## src/rtl/hybrid_sub8_seq_if.sv

```systemverilog
// hybrid_sub8_seq_if: request/result bundle for the segmented 8-bit subtractor
interface hybrid_sub8_seq_if;
  logic       start;
  logic [7:0] s_in;
  logic       c8_in;
  logic [7:0] y_in;
  logic       c0_in;
  logic       busy;
  logic       done;
  logic [7:0] x_out;
  logic       err;
  modport master (output start, s_in, c8_in, y_in, c0_in, input busy, done, x_out, err);
  modport slave (input start, s_in, c8_in, y_in, c0_in, output busy, done, x_out, err);
endinterface

```

## src/rtl/hybrid_sub8_seq.sv

```systemverilog
// hybrid_sub8_seq: recovers X = {C8,S} - Y - C0 one segment (2/4/2 bits) per cycle and flags impossible results
module hybrid_sub8_seq (
  input logic clk,
  input logic rst,
  hybrid_sub8_seq_if.slave bus
);
  typedef enum logic [2:0] {IDLE, LO, MID, HI, DONE} state_t;
  state_t state_q, state_d;
  logic [7:0] s_q, s_d, y_q, y_d, diff_q, diff_d, x_q, x_d;
  logic c8_q, c8_d, c0_q, c0_d, b_q, b_d, err_q, err_d;
  logic [7:0] g, p;
  logic b1, b2, b3, b4, b5, b6, b7, b8;
  assign g = ~s_q & y_q;
  assign p = ~(s_q ^ y_q);
  assign b1 = g[0] | (p[0] & c0_q);
  assign b2 = g[1] | (p[1] & b1);
  assign b3 = g[2] | (p[2] & b_q);
  assign b4 = g[3] | (p[3] & g[2]) | (p[3] & p[2] & b_q);
  assign b5 = g[4] | (p[4] & g[3]) | (p[4] & p[3] & g[2]) | (p[4] & p[3] & p[2] & b_q);
  assign b6 = g[5] | (p[5] & g[4]) | (p[5] & p[4] & g[3]) | (p[5] & p[4] & p[3] & g[2])
            | (p[5] & p[4] & p[3] & p[2] & b_q);
  assign b7 = g[6] | (p[6] & b_q);
  assign b8 = g[7] | (p[7] & b7);
  assign bus.busy  = (state_q == LO) || (state_q == MID) || (state_q == HI);
  assign bus.done  = state_q == DONE;
  assign bus.x_out = x_q;
  assign bus.err   = err_q;
  // next state: operand capture, one segment per busy cycle, result publish on HI
  always_comb begin
    state_d = state_q;
    s_d = s_q;
    y_d = y_q;
    c8_d = c8_q;
    c0_d = c0_q;
    b_d = b_q;
    diff_d = diff_q;
    x_d = x_q;
    err_d = err_q;
    case (state_q)
      IDLE, DONE: begin
        state_d = bus.start ? LO : IDLE;
        if (bus.start) begin
          s_d = bus.s_in;
          y_d = bus.y_in;
          c8_d = bus.c8_in;
          c0_d = bus.c0_in;
        end
      end
      LO: begin
        diff_d[1:0] = s_q[1:0] ^ y_q[1:0] ^ {b1, c0_q};
        b_d = b2;
        state_d = MID;
      end
      MID: begin
        diff_d[5:2] = s_q[5:2] ^ y_q[5:2] ^ {b5, b4, b3, b_q};
        b_d = b6;
        state_d = HI;
      end
      HI: begin
        x_d = {s_q[7:6] ^ y_q[7:6] ^ {b7, b_q}, diff_q[5:0]};
        err_d = c8_q ^ b8;
        state_d = DONE;
      end
      default: state_d = IDLE;
    endcase
  end
  // state and datapath registers with synchronous reset
  always_ff @(posedge clk) begin
    if (rst) begin
      state_q <= IDLE;
      s_q <= '0;
      y_q <= '0;
      c8_q <= 1'b0;
      c0_q <= 1'b0;
      b_q <= 1'b0;
      diff_q <= '0;
      x_q <= '0;
      err_q <= 1'b0;
    end else begin
      state_q <= state_d;
      s_q <= s_d;
      y_q <= y_d;
      c8_q <= c8_d;
      c0_q <= c0_d;
      b_q <= b_d;
      diff_q <= diff_d;
      x_q <= x_d;
      err_q <= err_d;
    end
  end
endmodule

```

## src/flat_wrapper.sv

```systemverilog
// flat-port wrapper written by rule: the top's interface ports become plain ports
module hybrid_sub8_seq_flat 
  (clk, rst, bus_start, bus_s_in, bus_c8_in, bus_y_in, bus_c0_in, bus_busy, bus_done, bus_x_out, bus_err);
  hybrid_sub8_seq_if bus_i ();
  input logic clk;
  input logic rst;
  input wire logic [$bits(bus_i.start)-1:0] bus_start;
  input wire logic [$bits(bus_i.s_in)-1:0] bus_s_in;
  input wire logic [$bits(bus_i.c8_in)-1:0] bus_c8_in;
  input wire logic [$bits(bus_i.y_in)-1:0] bus_y_in;
  input wire logic [$bits(bus_i.c0_in)-1:0] bus_c0_in;
  output wire logic [$bits(bus_i.busy)-1:0] bus_busy;
  output wire logic [$bits(bus_i.done)-1:0] bus_done;
  output wire logic [$bits(bus_i.x_out)-1:0] bus_x_out;
  output wire logic [$bits(bus_i.err)-1:0] bus_err;
  assign bus_i.start = bus_start;
  assign bus_i.s_in = bus_s_in;
  assign bus_i.c8_in = bus_c8_in;
  assign bus_i.y_in = bus_y_in;
  assign bus_i.c0_in = bus_c0_in;
  assign bus_busy = bus_i.busy;
  assign bus_done = bus_i.done;
  assign bus_x_out = bus_i.x_out;
  assign bus_err = bus_i.err;
  hybrid_sub8_seq u_core (.clk(clk), .rst(rst), .bus(bus_i));
endmodule
```

## config.mk

```make
export PLATFORM = sky130hd
export DESIGN_NAME = hybrid_sub8_seq_flat
export DESIGN_NICKNAME = d
export VERILOG_FILES = /design/src/rtl/hybrid_sub8_seq_if.sv /design/src/rtl/hybrid_sub8_seq.sv /design/src/flat_wrapper.sv
export SDC_FILE = /design/constraint.sdc
export NUM_CORES = 1
export LEC_CHECK = 0
export ABC_AREA = 1
export CORE_UTILIZATION = 50
export DETAILED_ROUTE_END_ITERATION = 16
export GPL_TIMING_DRIVEN = 0
export MAX_ROUTING_LAYER = met4
export PLACE_DENSITY = 0.78
export SETUP_SLACK_MARGIN = 0.1
export SLEW_MARGIN = 20
export SYNTH_ARGS = -nofsm -noshare
export SYNTH_HDL_FRONTEND = slang
export SYNTH_SLANG_ARGS = --single-unit
```

## constraint.sdc

```tcl
create_clock -name clk -period 1.8 [get_ports clk]
set_input_delay 0.36 -clock clk [delete_from_list [all_inputs] [get_ports clk]]
set_output_delay 0.36 -clock clk [all_outputs]
set_load 0.01 [all_outputs]
```

**After elaboration in Yosys (flattened, before gate mapping)**

Cells that the tools add are included.

- Bits in registers: 37
- Input port bits: 21
- Output and inout bits: 11
- Word-level logic and storage cells: 68

- Equality and inequality tests: 4
- Muxes and demuxes: 3
- Bitwise operators: 45
- Reduce and logical (&&, ||, !) cells: 6

Operators with widths:

| cell | number |
|---|---|
| 1-bit bitwise AND | 20 |
| 8-bit NOT | 2 |
| 1-bit OR | 14 |
| 3-bit one-hot mux with 4 select lines | 1 |
| 8-bit bitwise AND | 1 |
| 2-bit bitwise XOR | 4 |
| 4-bit bitwise XOR | 2 |
| 8-bit bitwise XOR | 1 |
| 3-bit by 2-bit == test with 1-bit output, second input constant | 2 |
| 3-bit by 1-bit == test with 1-bit output, second input constant | 1 |
| 3-bit == test, second input constant | 1 |
| 3-bit zero test | 1 |
| 1-bit logical OR | 2 |
| 1-bit one-hot mux with 2 select lines | 1 |
| 2-bit AND reduction | 1 |
| 2-bit nonzero test | 1 |
| 2-bit OR reduction | 1 |
| 1-bit 2-to-1 mux | 1 |
| 1-bit bitwise XOR | 1 |

**Longest topological paths before layout**

- Word-level depth: 8
- Mapped depth: 8
- Mapped depth without buffers: 8

**Worst setup path after synthesis**

OpenSTA, ideal clock, no wires.

- Path kind: register to register
- Start point: register u_core.b_q
- End point: register u_core.err_q (netlist: u_core.bus.err)
- Library setup time: 0.070 ns
- Arrival time: 1.498 ns
- Required time: 1.730 ns
- Path slack: 0.232 ns
- Cell stages (with the launch flop): 6
- Buffers on the path: 0
- Clock period less this slack: 1.568 ns
- Cell sequence: dfxtp_1 inv_1 fa_1 fa_1 xor2_1 a21oi_1

- Word-level cells in the longest chain between the ends: 5

RTL lines:

| what | line | source |
|---|---|---|
| start: declaration | hybrid_sub8_seq.sv:10 | `logic c8_q, c8_d, c0_q, c0_d, b_q, b_d, err_q, err_d;` |
| start signal: assignment | hybrid_sub8_seq.sv:75 | `b_q <= 1'b0;` |
| start signal: assignment | hybrid_sub8_seq.sv:85 | `b_q <= b_d;` |
| 1-bit bitwise AND | hybrid_sub8_seq.sv:22 | `assign b7 = g[6] \| (p[6] & b_q);` |
| 1-bit OR | hybrid_sub8_seq.sv:22 |  |
| 1-bit bitwise AND | hybrid_sub8_seq.sv:23 | `assign b8 = g[7] \| (p[7] & b7);` |
| 1-bit OR | hybrid_sub8_seq.sv:23 |  |
| 1-bit bitwise XOR | hybrid_sub8_seq.sv:61 | `err_d = c8_q ^ b8;` |
| end signal: assignment | hybrid_sub8_seq.sv:88 | `err_q <= err_d;` |
| end: declaration | hybrid_sub8_seq.sv:10 |  |

Every way passes these cells.
A chain may end at the register's enable or synchronous reset.

**Final worst setup path**

- Start point: register u_core.b_q
- End point: register u_core.x_q[7] (netlist: u_core.bus.x_out[7])

- Word-level cells in the longest chain between the ends: 3

RTL lines:

| what | line | source |
|---|---|---|
| 1-bit bitwise AND | hybrid_sub8_seq.sv:22 |  |
| 1-bit OR | hybrid_sub8_seq.sv:22 |  |
| 2-bit bitwise XOR | hybrid_sub8_seq.sv:60 | `x_d = {s_q[7:6] ^ y_q[7:6] ^ {b7, b_q}, diff_q[5:0]};` |
| end signal: assignment | hybrid_sub8_seq.sv:77 | `x_q <= '0;` |
| end signal: assignment | hybrid_sub8_seq.sv:87 | `x_q <= x_d;` |
| end: declaration | hybrid_sub8_seq.sv:9 | `logic [7:0] s_q, s_d, y_q, y_d, diff_q, diff_d, x_q, x_d;` |

Every way passes these cells.

==> flow_summary.json <==
{
  "status": "finished, final reports clean",
  "synth_edf_count": 0,
  "min_from": "u_core.diff_q[3]",
  "vias": 1309,
  "cts_tree": "built",
  "drive_above_1_share": 0.0944,
  "coreArea_mm2": 0.00303,
  "die_h_um": 58.2,
  "startpoint_type": "register",
  "cp_data_required_time_ns": 2.08,
  "grt_max_degree": 12,
  "hold_end": "u_core.diff_q[3]",
  "r2r_setup_slack_ns": 0.19,
  "fin_area_mm2": 0.00203,
  "fin_crit_ns": 1.61,
  "antenna_found_initial": 0,
  "die_w_um": 58.2,
  "nets": 263,
  "synthTopCellsByArea": "dfxtp_1, o21ai_0, nor2_1",
  "drt_iter0_drc": 42,
  "dp.final_hpwl_um": 2240,
  "critical_path.top_delay_family": "adder cells",
  "cp_cell_sequence": "inv_1 -> fa_1 -> fa_2 -> nor2_1 -> nor2_1",
  "yosysTopAreaCell": "dfxtp_1",
  "wirelength_um": 2980,
  "finalMaxSlewViolations": 0,
  "drc": 0,
  "finalCritPeriodShare": 0.897,
  "syn_to_final_growth_pct": 28.6,
  "firstDrtPassIters": 4,
  "r2r_start": "u_core.b_q",
  "fmax_ghz": 0.619,
  "synth_seq_cells": 37,
  "ys_types": 19,
  "worst_pin_slew_ns": 0.464,
  "yosysMostFrequentCell": "dfxtp_1",
  "seq_area_um2": 749,
  "hold_path.class": "reg2reg",
  "die-area_mm2": 0.00338,
  "reg2reg_to": "u_core.bus.x_out[7]",
  "critical_path.endpoint_type": "register",
  "critPathKind": "reg2reg",
  "crit_top_cell": "nor2_1",
  "clock_latency_ns": 0.34,
  "dp.cells": 270,
  "synth_async_sr_flop_share": 0,
  "post_drt_wl_per_cell_um": 10.8,
  "num_antenna_cells": 0,
  "synth_common_cells": "dfxtp_1, nor2_1, o21ai_0",
  "path_clk_slew_ns": 0.11,
  "critPathSlowestCell": "fa_2",
  "synth_area_per_cell_um2": 8.09,
  "finalWeightedCongestion": 0.849,
  "synth_top_flop_cell": "dfxtp_1",
  "multi_input_area_um2": 687,
  "power.leakage_uw": 0.000854,
  "rows": 20,
  "maxCapViolCount": 0,
  "cts_buffer_depth": 2,
  "ant_nets": 0,
  "critPathMaxStageDelay_ns": 0.53,
  "io_buffers": 31,
  "crit_fanout": 4,
  "ys_seq_area_frac": 0.469,
  "final-hold-violation-count": 0,
  "cts_buffers": 5,
  "dpl_cell_area_mm2": 0.00194,
  "stdcell_count": 277,
  "grt_overflow_total": 0,
  "arrival_ns": 1.90,
  "syn_nets": 225,
  "cp_num_buf_inv": 1,
  "cts.sinks": 37,
  "synth_warnings": 0,
  "post_cts_buffers": 0,
  "synth_top_cell_area_share": 0.469,
  "finalSetupViolations": 0,
  "io-pin-count": 32,
  "rsz0062_at_grt": "yes",
  "ir_drop_mv": 0.653,
  "fin_skew_ns": 0.0112,
  "maxSlewHeadroom": 0.691,
  "grt_util_all_layers": 0.217,
  "whs_path_depth": 2,
  "initial_utilization": 0.521,
  "power.density_mw_per_mm2": 929,
  "h-tree-depth": 2,
  "cts_root_buffer": "clkbuf_4",
  "grt_pass1_vias": 1214,
  "cts_hold_buf": 0,
  "ff2ff_path_depth": 5,
  "fill_cells": 278,
  "grt_pass1_wl_um": 5300,
  "syn-cell-area_mm2": 0.00158,
  "drt-vias-per-instance": 4.73,
  "postSynthCellCount": 195
}
==> routing by layer <==
metal / vias to the layer above / global-route usage / share of wire
li1: 694 / - / -
met1: 582 / 0.269 / 0.49
met2: 27 / 0.343 / 0.46
met3: 6 / 0.0402 / 0.031
met4: 0 / 0.102 / 0.017
met5: - / - / 0
==> worst min-delay path, cell delays in order (launching register included) <==
cell	delay, ns
dfxtp_1	0.31
inv_1	0.06
a21oi_1	0.06
==> layout by cell type, fill, tap and decap left out, types with 2 or more instances in the layout <==
cell / synthesis / final
o21ai_0: 33 / 32
dfxtp_2: 0 / 4
clkbuf_4: 0 / 5
nor2_1: 34 / 33
fa_2: 0 / 2
dlygate4sd2_1: 0 / 2
nand2_1: 13 / 13
ha_1: 4 / 4
dfxtp_1: 37 / 32
a21oi_1: 24 / 24
clkbuf_1: 4 / 4
fa_1: 5 / 3
buf_6: 2 / 2
nand3_1: 3 / 3
inv_1: 28 / 28
clkdlybuf4s50_1: 0 / 29
==> through the flow <==
stage / worst slack (ns) / setup TNS, ns / hold slack (ns) / util / power (uW)
final: 0.185 / 0 / 0.463 / 0.670 / 1890
after global routing: 0.0986 / 0 / 0.479 / 0.670 / 2010
after CTS: 0.105 / 0 / 0.464 / 0.667 / 1900
after detailed placement: -0.0227 / -0.0831 / 0.447 / 0.642 / 1360
after global placement: -0.0391 / -0.121 / 0.444 / 0.642 / 1350
after floorplan: 0.232 / 0 / 0.420 / - / 1220
==> how the worst max path moves through the flow <==
stage	startpoint	endpoint	cells past startpoint
after global routing	u_core.c0_q	u_core.b_q	6
after CTS	u_core.c0_q	u_core.b_q	6
after detailed placement	rst	u_core.y_q[7]	5
final	u_core.b_q	u_core.bus.x_out[7]	5
after global placement	rst	u_core.s_q[3]	5
after floorplan	u_core.b_q	u_core.bus.err	5
==> final cells by class <==
cell class / instances / area share
clock buffer: 5 / 0.0185
clock inverter: 2 / 0.0173
buffer: 7 / 0.0222
inverter: 30 / 0.0555
tap: 44 / 0.0271
sequential: 37 / 0.369
timing repair buffer: 31 / 0.152
multi-input combinational: 121 / 0.338
==> sequential cells by signal (all words and copies together) (netlist names) <==
signal            flops
u_core.b_q            1
u_core.bus.err        1
u_core.bus.x_out      8
u_core.c0_q           1
u_core.c8_q           1
u_core.diff_q         6
u_core.s_q            8
u_core.state_q        3
u_core.y_q            8
==> power by group <==
part           internal (uW)  leakage (uW)  total, uW  switching, uW
Clock                    283     0.0000410        539            257
Combinational            185      0.000506        407            222
Sequential               898      0.000306        940           41.1
==> kinds of logic after synthesis <==
logic type	share of synthesized area
and+or+nand+nor	0.138
AOI/OAI and AO/OA	0.186
DFF	0.469
buffers and inverters	0.0999
xor gates and xnor gates	0.0111
adders and majority gates	0.0952
==> what timing repair did <==
| item | 4_1_cts | 5_1_grt |
|---|---|---|
| resized for setup | 7 | 5 |
| endpoints found under the hold margin | 0 | 0 |
| cloned | 0 | 0 |
| endpoints found under the setup margin | 3 | 3 |
No activity file was read; power rests on OpenSTA's default activity.
